$ cat config.mk
export PLATFORM = sky130hd
export DESIGN_NAME = mdu_ctrl
export DESIGN_NICKNAME = d
export VERILOG_FILES = /design/src/rtl/mdu_pkg.sv /design/src/rtl/mdu_iter_core.sv /design/src/rtl/mdu_ctrl.sv
export SDC_FILE = /design/constraint.sdc
export NUM_CORES = 1
export LEC_CHECK = 0
export BUFFER_PORTS_ARGS = -buffer_cell sky130_fd_sc_hd__buf_4
export CORE_MARGIN = 4
export CORE_UTILIZATION = 35
export DETAILED_ROUTE_END_ITERATION = 8
export PLACE_DENSITY = 0.63
export SLEW_MARGIN = 25
export SYNTH_ARGS = -nofsm -noshare
export SYNTH_HDL_FRONTEND = slang
export SYNTH_SLANG_ARGS = --single-unit
$ cat constraint.sdc
create_clock -name clk -period 6.9 [get_ports clk]
set_input_delay 1.38 -clock clk [delete_from_list [all_inputs] [get_ports clk]]
set_output_delay 1.38 -clock clk [all_outputs]
set_load 0.05 [all_outputs]
$ cat src/rtl/mdu_pkg.sv
// mdu_pkg: shared op encodings, FSM states and widths for the MDU.
// Optional divider is selected by the MDU_DIV_EN macro.
package mdu_pkg;

    localparam int MDU_W     = 32;
    localparam int DIV_ITERS = 32;

    typedef enum logic [2:0] {
        OP_MULT  = 3'd0,
        OP_MULTU = 3'd1,
        OP_DIV   = 3'd2,
        OP_DIVU  = 3'd3,
        OP_MFHI  = 3'd4,
        OP_MFLO  = 3'd5,
        OP_MTHI  = 3'd6,
        OP_MTLO  = 3'd7
    } mduOp_e;

    typedef enum logic [2:0] {
        IDLE    = 3'd0,
        PREP    = 3'd1,
        MUL_RUN = 3'd2,
        DIV_RUN = 3'd3,
        FIX     = 3'd4
    } mduState_e;

    function automatic logic [MDU_W-1:0] absVal(
        input logic [MDU_W-1:0] v,
        input logic             sgn
    );
        return (sgn && v[MDU_W-1]) ? -v : v;
    endfunction

endpackage

$ cat src/rtl/mdu_iter_core.sv
// mdu_iter_core: one iteration of unsigned shift-add multiply or restoring divide.
// The divide step exists only when MDU_DIV_EN is defined.
module mdu_iter_core
    import mdu_pkg::*;
#(
    parameter int MUL_BITS_PER_CYCLE = 1
) (
    input  logic                 divMode,
    input  logic [2*MDU_W-1:0]   acc,
    input  logic [MDU_W-1:0]     opnd,
    output logic [2*MDU_W-1:0]   accNext
);

    logic [2*MDU_W-1:0] mulNext;
    logic [2*MDU_W-1:0] divNext;
    logic [2*MDU_W-1:0] p;
    logic [MDU_W:0]     sum;

    // multiply: acc = {partial product, remaining multiplier bits}
    always_comb begin
        p   = acc;
        sum = '0;
        for (int i = 0; i < MUL_BITS_PER_CYCLE; i++) begin
            sum = {1'b0, p[2*MDU_W-1:MDU_W]} + (p[0] ? {1'b0, opnd} : '0);
            p   = {sum, p[MDU_W-1:1]};
        end
        mulNext = p;
    end

`ifdef MDU_DIV_EN
    logic [MDU_W:0]   shifted;
    logic [MDU_W-1:0] diff;
    logic             ge;

    // divide: acc = {remainder, dividend shifting into quotient}
    always_comb begin
        shifted = {acc[2*MDU_W-1:MDU_W], acc[MDU_W-1]};
        ge      = (shifted >= {1'b0, opnd});
        diff    = shifted[MDU_W-1:0] - opnd;
        divNext = {ge ? diff : shifted[MDU_W-1:0], acc[MDU_W-2:0], ge};
    end
`else
    assign divNext = acc;
`endif

    assign accNext = divMode ? divNext : mulNext;

endmodule

$ cat src/rtl/mdu_ctrl.sv
// mdu_ctrl: iterative MDU controller owning FSM, HI/LO and sign fix-up.
// Define MDU_DIV_EN to build the divider; otherwise DIV/DIVU flag illegal.
module mdu_ctrl
    import mdu_pkg::*;
#(
    parameter int MUL_BITS_PER_CYCLE = 1
) (
    input  logic             clk,
    input  logic             rst,
    input  logic             op_valid,
    input  logic [2:0]       op_code,
    input  logic [MDU_W-1:0] op_a,
    input  logic [MDU_W-1:0] op_b,
    input  logic             cancel,
    output logic             ex_stall,
    output logic             busy,
    output logic [MDU_W-1:0] rd_data,
    output logic [MDU_W-1:0] hi,
    output logic [MDU_W-1:0] lo,
    output logic             illegal
);

`ifdef MDU_DIV_EN
    localparam logic DIV_EN = 1'b1;
`else
    localparam logic DIV_EN = 1'b0;
`endif

    localparam int         MUL_ITERS = MDU_W / MUL_BITS_PER_CYCLE;
    localparam logic [4:0] MUL_LAST  = 5'(MUL_ITERS - 1);
    localparam logic [4:0] DIV_LAST  = 5'(DIV_ITERS - 1);

    mduState_e          state, stateNext;
    logic [2*MDU_W-1:0] acc, accNext, prod;
    logic [MDU_W-1:0]   opnd, aAbs, bAbs, quo, rem;
    logic [4:0]         cnt;
    logic               isDiv, isSigned, negRes, negRem, divZero;
    logic               accept, opIsMul, opIsDiv, opIter;

    assign busy     = (state != IDLE);
    assign ex_stall = op_valid & busy;
    assign accept   = op_valid & ~ex_stall & ~cancel;

    assign opIsMul = (op_code == OP_MULT) || (op_code == OP_MULTU);
    assign opIsDiv = (op_code == OP_DIV) || (op_code == OP_DIVU);
    assign opIter  = opIsMul | (opIsDiv & DIV_EN);

    assign aAbs = absVal(acc[2*MDU_W-1:MDU_W], isSigned);
    assign bAbs = absVal(acc[MDU_W-1:0], isSigned);
    assign prod = negRes ? -acc : acc;
    assign quo  = negRes ? -acc[MDU_W-1:0] : acc[MDU_W-1:0];
    assign rem  = negRem ? -acc[2*MDU_W-1:MDU_W] : acc[2*MDU_W-1:MDU_W];

    assign rd_data = (op_code == OP_MFHI) ? hi :
                     (op_code == OP_MFLO) ? lo : '0;

    mdu_iter_core #(
        .MUL_BITS_PER_CYCLE(MUL_BITS_PER_CYCLE)
    ) u_core (
        .divMode (isDiv),
        .acc     (acc),
        .opnd    (opnd),
        .accNext (accNext)
    );

    // state register
    always_ff @(posedge clk) begin
        if (rst) state <= IDLE;
        else     state <= stateNext;
    end

    // next-state: cancel aborts any op in flight
    always_comb begin
        stateNext = state;
        case (state)
            IDLE:    if (accept && opIter) stateNext = PREP;
            PREP:    stateNext = isDiv ? DIV_RUN : MUL_RUN;
            MUL_RUN: if (cnt == MUL_LAST) stateNext = FIX;
            DIV_RUN: if (cnt == DIV_LAST) stateNext = FIX;
            FIX:     stateNext = IDLE;
            default: stateNext = IDLE;
        endcase
        if (cancel && state != IDLE) stateNext = IDLE;
    end

    // datapath: operand capture, magnitude prep, iteration, HI/LO writeback
    always_ff @(posedge clk) begin
        if (rst) begin
            hi       <= '0;
            lo       <= '0;
            acc      <= '0;
            opnd     <= '0;
            cnt      <= '0;
            isDiv    <= 1'b0;
            isSigned <= 1'b0;
            negRes   <= 1'b0;
            negRem   <= 1'b0;
            divZero  <= 1'b0;
            illegal  <= 1'b0;
        end else begin
            illegal <= accept & opIsDiv & ~DIV_EN;
            case (state)
                IDLE: if (accept) begin
                    if (op_code == OP_MTHI) hi <= op_a;
                    if (op_code == OP_MTLO) lo <= op_a;
                    if (opIter) begin
                        acc      <= {op_a, op_b};
                        isDiv    <= opIsDiv & DIV_EN;
                        isSigned <= (op_code == OP_MULT) || (op_code == OP_DIV);
                    end
                end
                PREP: begin
                    acc     <= {{MDU_W{1'b0}}, aAbs};
                    opnd    <= bAbs;
                    negRes  <= isSigned & (acc[2*MDU_W-1] ^ acc[MDU_W-1]);
                    negRem  <= isSigned & acc[2*MDU_W-1];
                    divZero <= (acc[MDU_W-1:0] == '0);
                    cnt     <= '0;
                end
                MUL_RUN, DIV_RUN: begin
                    acc <= accNext;
                    cnt <= cnt + 5'd1;
                end
                FIX: if (!cancel) begin
                    if (isDiv) begin
                        hi <= rem;
                        lo <= divZero ? '1 : quo;
                    end else begin
                        {hi, lo} <= prod;
                    end
                end
                default: ;
            endcase
        end
    end

endmodule

Word-level counts from Yosys, hierarchy flattened
Index checks and enable logic that the tools add are counted.
{"block": "word_totals", "reg_bits": 171, "inputBits": 71, "output_inout_bits": 99, "elab_cells": 82}
{"block": "classes", "add_sub_neg": 5, "n_eq_ne": 19, "muxes": 21, "n_bitwise": 8, "n_reduce_logical": 20}
{"cell": "2-to-1 mux 32 bit", "count": 11}
{"cell": "2-to-1 mux 64 bit", "count": 3}
{"cell": "case mux 64 bit (3 select lines)", "count": 1}
{"cell": "case mux 32 bit (2 select lines)", "count": 2}
{"cell": "negator 32 bit", "count": 2}
{"cell": "negator 64 bit", "count": 1}
{"cell": "adder 32 x 33 -> 33 bit", "count": 1}
{"cell": "equality test 3 bit (second input constant)", "count": 5}
{"cell": "equality test 3 x 2 -> 1 bit (second input constant)", "count": 4}
{"cell": "inequality test 2 bit (second input constant)", "count": 6}
{"cell": "case mux 5 bit (2 select lines)", "count": 1}
{"cell": "case mux 3 bit (3 select lines)", "count": 1}
{"cell": "AND reduction 4 bit", "count": 2}
{"cell": "equality test 3 x 1 -> 1 bit (second input constant)", "count": 2}
{"cell": "zero test 3 bit", "count": 2}
{"cell": "2-to-1 mux 3 bit", "count": 2}
{"cell": "AND reduction 3 bit", "count": 2}
{"cell": "nonzero test 3 bit", "count": 2}
{"cell": "adder 5 x 1 -> 5 bit (second input constant)", "count": 1}
{"cell": "bitwise AND 1 bit", "count": 5}
{"cell": "equality test 5 bit (second input constant)", "count": 1}
{"cell": "logical AND 1 bit", "count": 4}
{"cell": "nonzero test 2 bit", "count": 2}
{"cell": "OR reduction 2 bit", "count": 2}
{"cell": "5 further kinds", "count": 8}

Depth between registers and ports, before layout
{"block": "logic_depth", "ltp_word": 8, "depth_mapped": 12, "depth_no_buf": 11}

Cells and area by module
Synthesis repeated with hierarchy kept, for this count alone.
{"block": "unflattened", "hier_cells": 1764, "hier_area_um2": 13240.2}
{"module": "mdu_ctrl", "instances": 1, "cells_per_inst": 1327, "area_each_um2": 10308.6, "seq_area_each_um2": 3423.3}
{"module": "mdu_iter_core", "instances": 1, "cells_per_inst": 437, "area_each_um2": 2931.6, "seq_area_each_um2": 0.0}

Least setup slack after synthesis
OpenSTA, ideal clock, no wires.
{"block": "synth_path", "kind": "input to output", "startpoint": "in op_code[1]", "endpoint": "out rd_data[10]", "arrival_time_ns": 2.534, "required_ns": 5.520, "setup_slack_ns": 2.986, "cell_stages": 3, "path_cell_list": "nor3b_1 clkbuf_1 a22o_1"}
{"block": "synth_between", "elab_chain_len": 3}
{"item": "from (decl)", "line_no": "mdu_ctrl.sv:11", "source": "input logic [2:0] op_code,"}
{"item": "equality test 3 bit", "line_no": "mdu_ctrl.sv:55", "source": "(op_code == OP_MFLO) ? lo : '0;"}
{"item": "2-to-1 mux 32 bit", "line_no": "mdu_ctrl.sv:55"}
{"item": "2-to-1 mux 32 bit *", "line_no": "mdu_ctrl.sv:54", "source": "assign rd_data = (op_code == OP_MFHI) ? hi :"}
{"item": "to (decl)", "line_no": "mdu_ctrl.sv:17", "source": "output logic [MDU_W-1:0] rd_data,"}
Every way passes the cells marked *; elsewhere a longest branch is shown, timed or not.

Final worst setup path
{"block": "layout_path", "startpoint": "in op_code[1]", "endpoint": "out rd_data[2]"}
The elaborated chain is that of the path after synthesis.

==> metrics.md <==
| Metric | Value |
|---|---|
| GRT Total Usage | `24.4%` |
| Estimated wirelength of the detail-placed design | `35.7 mm` |
| EDFF count, synth | `0` |
| Max Fclk | `roughly 250 MHz` |
| Number of global-route vias before repair | `~12000` |
| RD Place Congestion | `0.914` |
| Post-DR vias/cell | `around 6` |
| Cells after Synth | `1644` |
| Skew final | `0.0126 ns` |
| Post-synthesis async set-or-reset flop share | `0%` |
| CTS resizes | `0` |
| Hold_buf cts | `0` |
| CP Data Required Time | `5.52 ns` |
| Final Hold Viols | `0` |
| R2R depth | `12` |
| Layout area overhead | `16.2%` |
| Relative slew slack | `between 30% and 40%` |
| Period minus WS final | `4.07 ns` |
| DRT Pass-1 Iters | `6` |
| Hold crit path type | `reg -> reg` |
| Sink Count | `171` |
| Worst VDD drop | `173 µV` |
| Most frequent cell after synthesis | `nor2_1` |
| Die X | `196 µm` |
| Starting Density | `a little over a third` |
| Pwr/cell area | `183 nW/µm²` |
| Leakage power | `5.48 nW` |
| Cell variety after synth | `84` |
| ANT cells | `0` |
| Area of the die | `38300 µm²` |
| Worst-Skew Late Latency | `0.45 ns` |
| RSZ-0062 raised after global routing | `no` |
| Clock buffer depth | `2` |
| Critical path fanouts, max | `32` |
| CTS Root Cell | `clkbuf_16` |
| Residual DRC | `0` |
| Critical Path Source | `op_code[1]` |
| Num CTS Buffers | `17` |
| First-pass GRT wire length | `around 74 mm` |
| Layout cells sized above 1 | `15.1%` |
| Flip-flop and latch count after synthesis | `171` |
| Core Region | `34600 µm²` |
| Reg-to-reg endpoint | `acc[57]` |
| Post-CTS setup buffer count | `0` |
| Placement Rows | `68` |
| CTS H-tree lvls | `4` |
| CP endpoint | `rd_data[2]` |
| Design area | `14300 µm²` |
| I/O pin cnt | `170` |
| Max Slew Vio Count | `0` |
| Sequential cell area fraction in the yosys report | `27.8%` |
| Final #Nets | `1794` |
| Status | `finished clean` |
| Finish-stage setup viols | `0` |
| Syn Nets | `1752` |
| Ranking of synthesized cells by area | `dfxtp_1, nor2_1, xor2_1` |
| Pin count of the biggest net entering global routing | `85` |
| Crit path DAT | `2.69 ns` |
| Crit path kind | `in -> out` |
| Syn Area/Cell | `7.50 µm²` |
| Mapped cell area | `12300 µm²` |
| Overall routed net length | `slightly below 50 mm` |
| R2r setup slk | `3.11 ns` |
| DR vias | `13100` |
| CP Launch Type | `input pin` |
| Yosys top cell by area | `dfxtp_1` |
| CTS tree | `yes` |
| 1st-iter DRT viols | `1235` |
| Final TNS setup | `0 ns` |
| Routed len/inst | `22.6 µm` |
| Initial antenna violation count | `0` |
| Post-synth top area share | `~28%` |
| Fill count | `~3500` |
| Clk slew on worst S/H paths | `0.07 ns` |
| Warnings from Yosys | `0` |
| RR Startpoint | `acc[0]` |
| IO Port Bufs | `169` |
| Overflow after GRT | `0` |
| Final Cycle Share | `59.0%` |
| Synth Flop Type | `dfxtp_1` |
| Die height | `196 µm` |
| Worst-Margin Slew | `between 0.9 and 1 ns` |
| Setup crit end kind | `output port` |
| Maxcap violations | `0` |
| Post-synth top cells | `nor2_1, dfxtp_1, clkbuf_1` |
| Area post-placement | `about 14000 µm²` |
| Post-route ant nets | `0` |
[placed cells by master (no fill, tap or decap), types with 21 or more instances in the layout]
cell type / netlist / layout
o21ai_0: 59 / 59
xor2_1: 81 / 81
buf_4: 1 / 188
dfxtp_1: 171 / 170
ha_1: 36 / 36
nor2_1: 225 / 222
and2_1: 38 / 37
a21oi_1: 137 / 136
or3_1: 21 / 21
a211oi_1: 87 / 87
xnor2_1: 36 / 36
nand2_1: 133 / 132
nand3_1: 33 / 33
o31ai_1: 25 / 25
a22o_1: 33 / 33
nor3_1: 39 / 39
[flip-flops by register name, indices dropped and copies added (netlist names), 3 cells and up]
signal / cells
acc: 64
cnt: 5
hi: 32
lo: 32
opnd: 32
state: 3
[worst min path at each step]
| stage | to | startpoint | depth (start not counted) |
|---|---|---|---|
| 4_1_cts | opnd[0] | opnd[0] | 2 |
| 2_1_floorplan | opnd[31] | opnd[31] | 2 |
| 3_5_place_dp | opnd[0] | opnd[0] | 2 |
| 3_3_place_gp | opnd[0] | opnd[0] | 2 |
| 5_1_grt | opnd[31] | opnd[31] | 2 |
| 6_report | opnd[0] | opnd[0] | 2 |
[per-stage QoR]
stage                     total power, mW  hold slack (ns)  std cells  utilization (%)  setup slack [ns]
after floorplan                      1.43            0.427       1644                -              2.99
after global placement               1.61            0.438       2122             39.6              2.52
after detailed placement             1.61            0.443       2122             39.6              2.86
after CTS                            2.62            0.453       2154             41.3              2.87
after global routing                 2.71            0.473       2154             41.3              2.81
final                                2.63            0.456       2154             41.3              2.83
[per-layer routing]
| layer | up-vias | GRT usage [%] | share of wire, % |
|---|---|---|---|
| li1 | 6147 | - | - |
| met1 | 6326 | 32.3 | 42 |
| met2 | 552 | 40.1 | 47 |
| met3 | 99 | 3.76 | 7.1 |
| met4 | 0 | 9.52 | 4.2 |
| met5 | - | 0 | 0 |
[power breakdown]
part	switching [mW]	internal, mW	leakage (nW)
logic	0.343	0.169	3.80
clock network	0.454	0.569	0.295
registers	0.0732	1.02	1.39
total	0.870	1.76	5.48
[worst max-delay path: stages]
cell and delay, ns:
buf_4 0.13, and3b_2 0.70, a22o_1 0.27, buf_4 0.20
[logic make-up (layout without fill, tap and decap cells)]
logic type               after synthesis  in the layout  share of synthesized area, %
AO/OA/AOI/OAI                        532            532                          30.1
XOR/XNOR                             117            117                          8.31
adder cells (fa/ha/maj)               37             37                          3.82
buffers and inverters                181            236                          5.79
flip-flops                           171            171                          27.8
multiplexers                          10             10                         0.812
AND/OR/NAND/NOR                      596            596                          23.4
[final cells by class]
cell class / instances / area, µm² / share of cell area (%)
well taps: 455 / 569 / 3.98
clock inverters: 11 / 134 / 0.935
inverters: 15 / 56.3 / 0.393
repair buffers: 189 / 1420 / 9.94
multi-input cells: 1292 / 8240 / 57.6
clock buffers: 21 / 470 / 3.29
flip-flops and latches: 171 / 3420 / 23.9
Note: power is estimated with default switching activity, not from simulation.
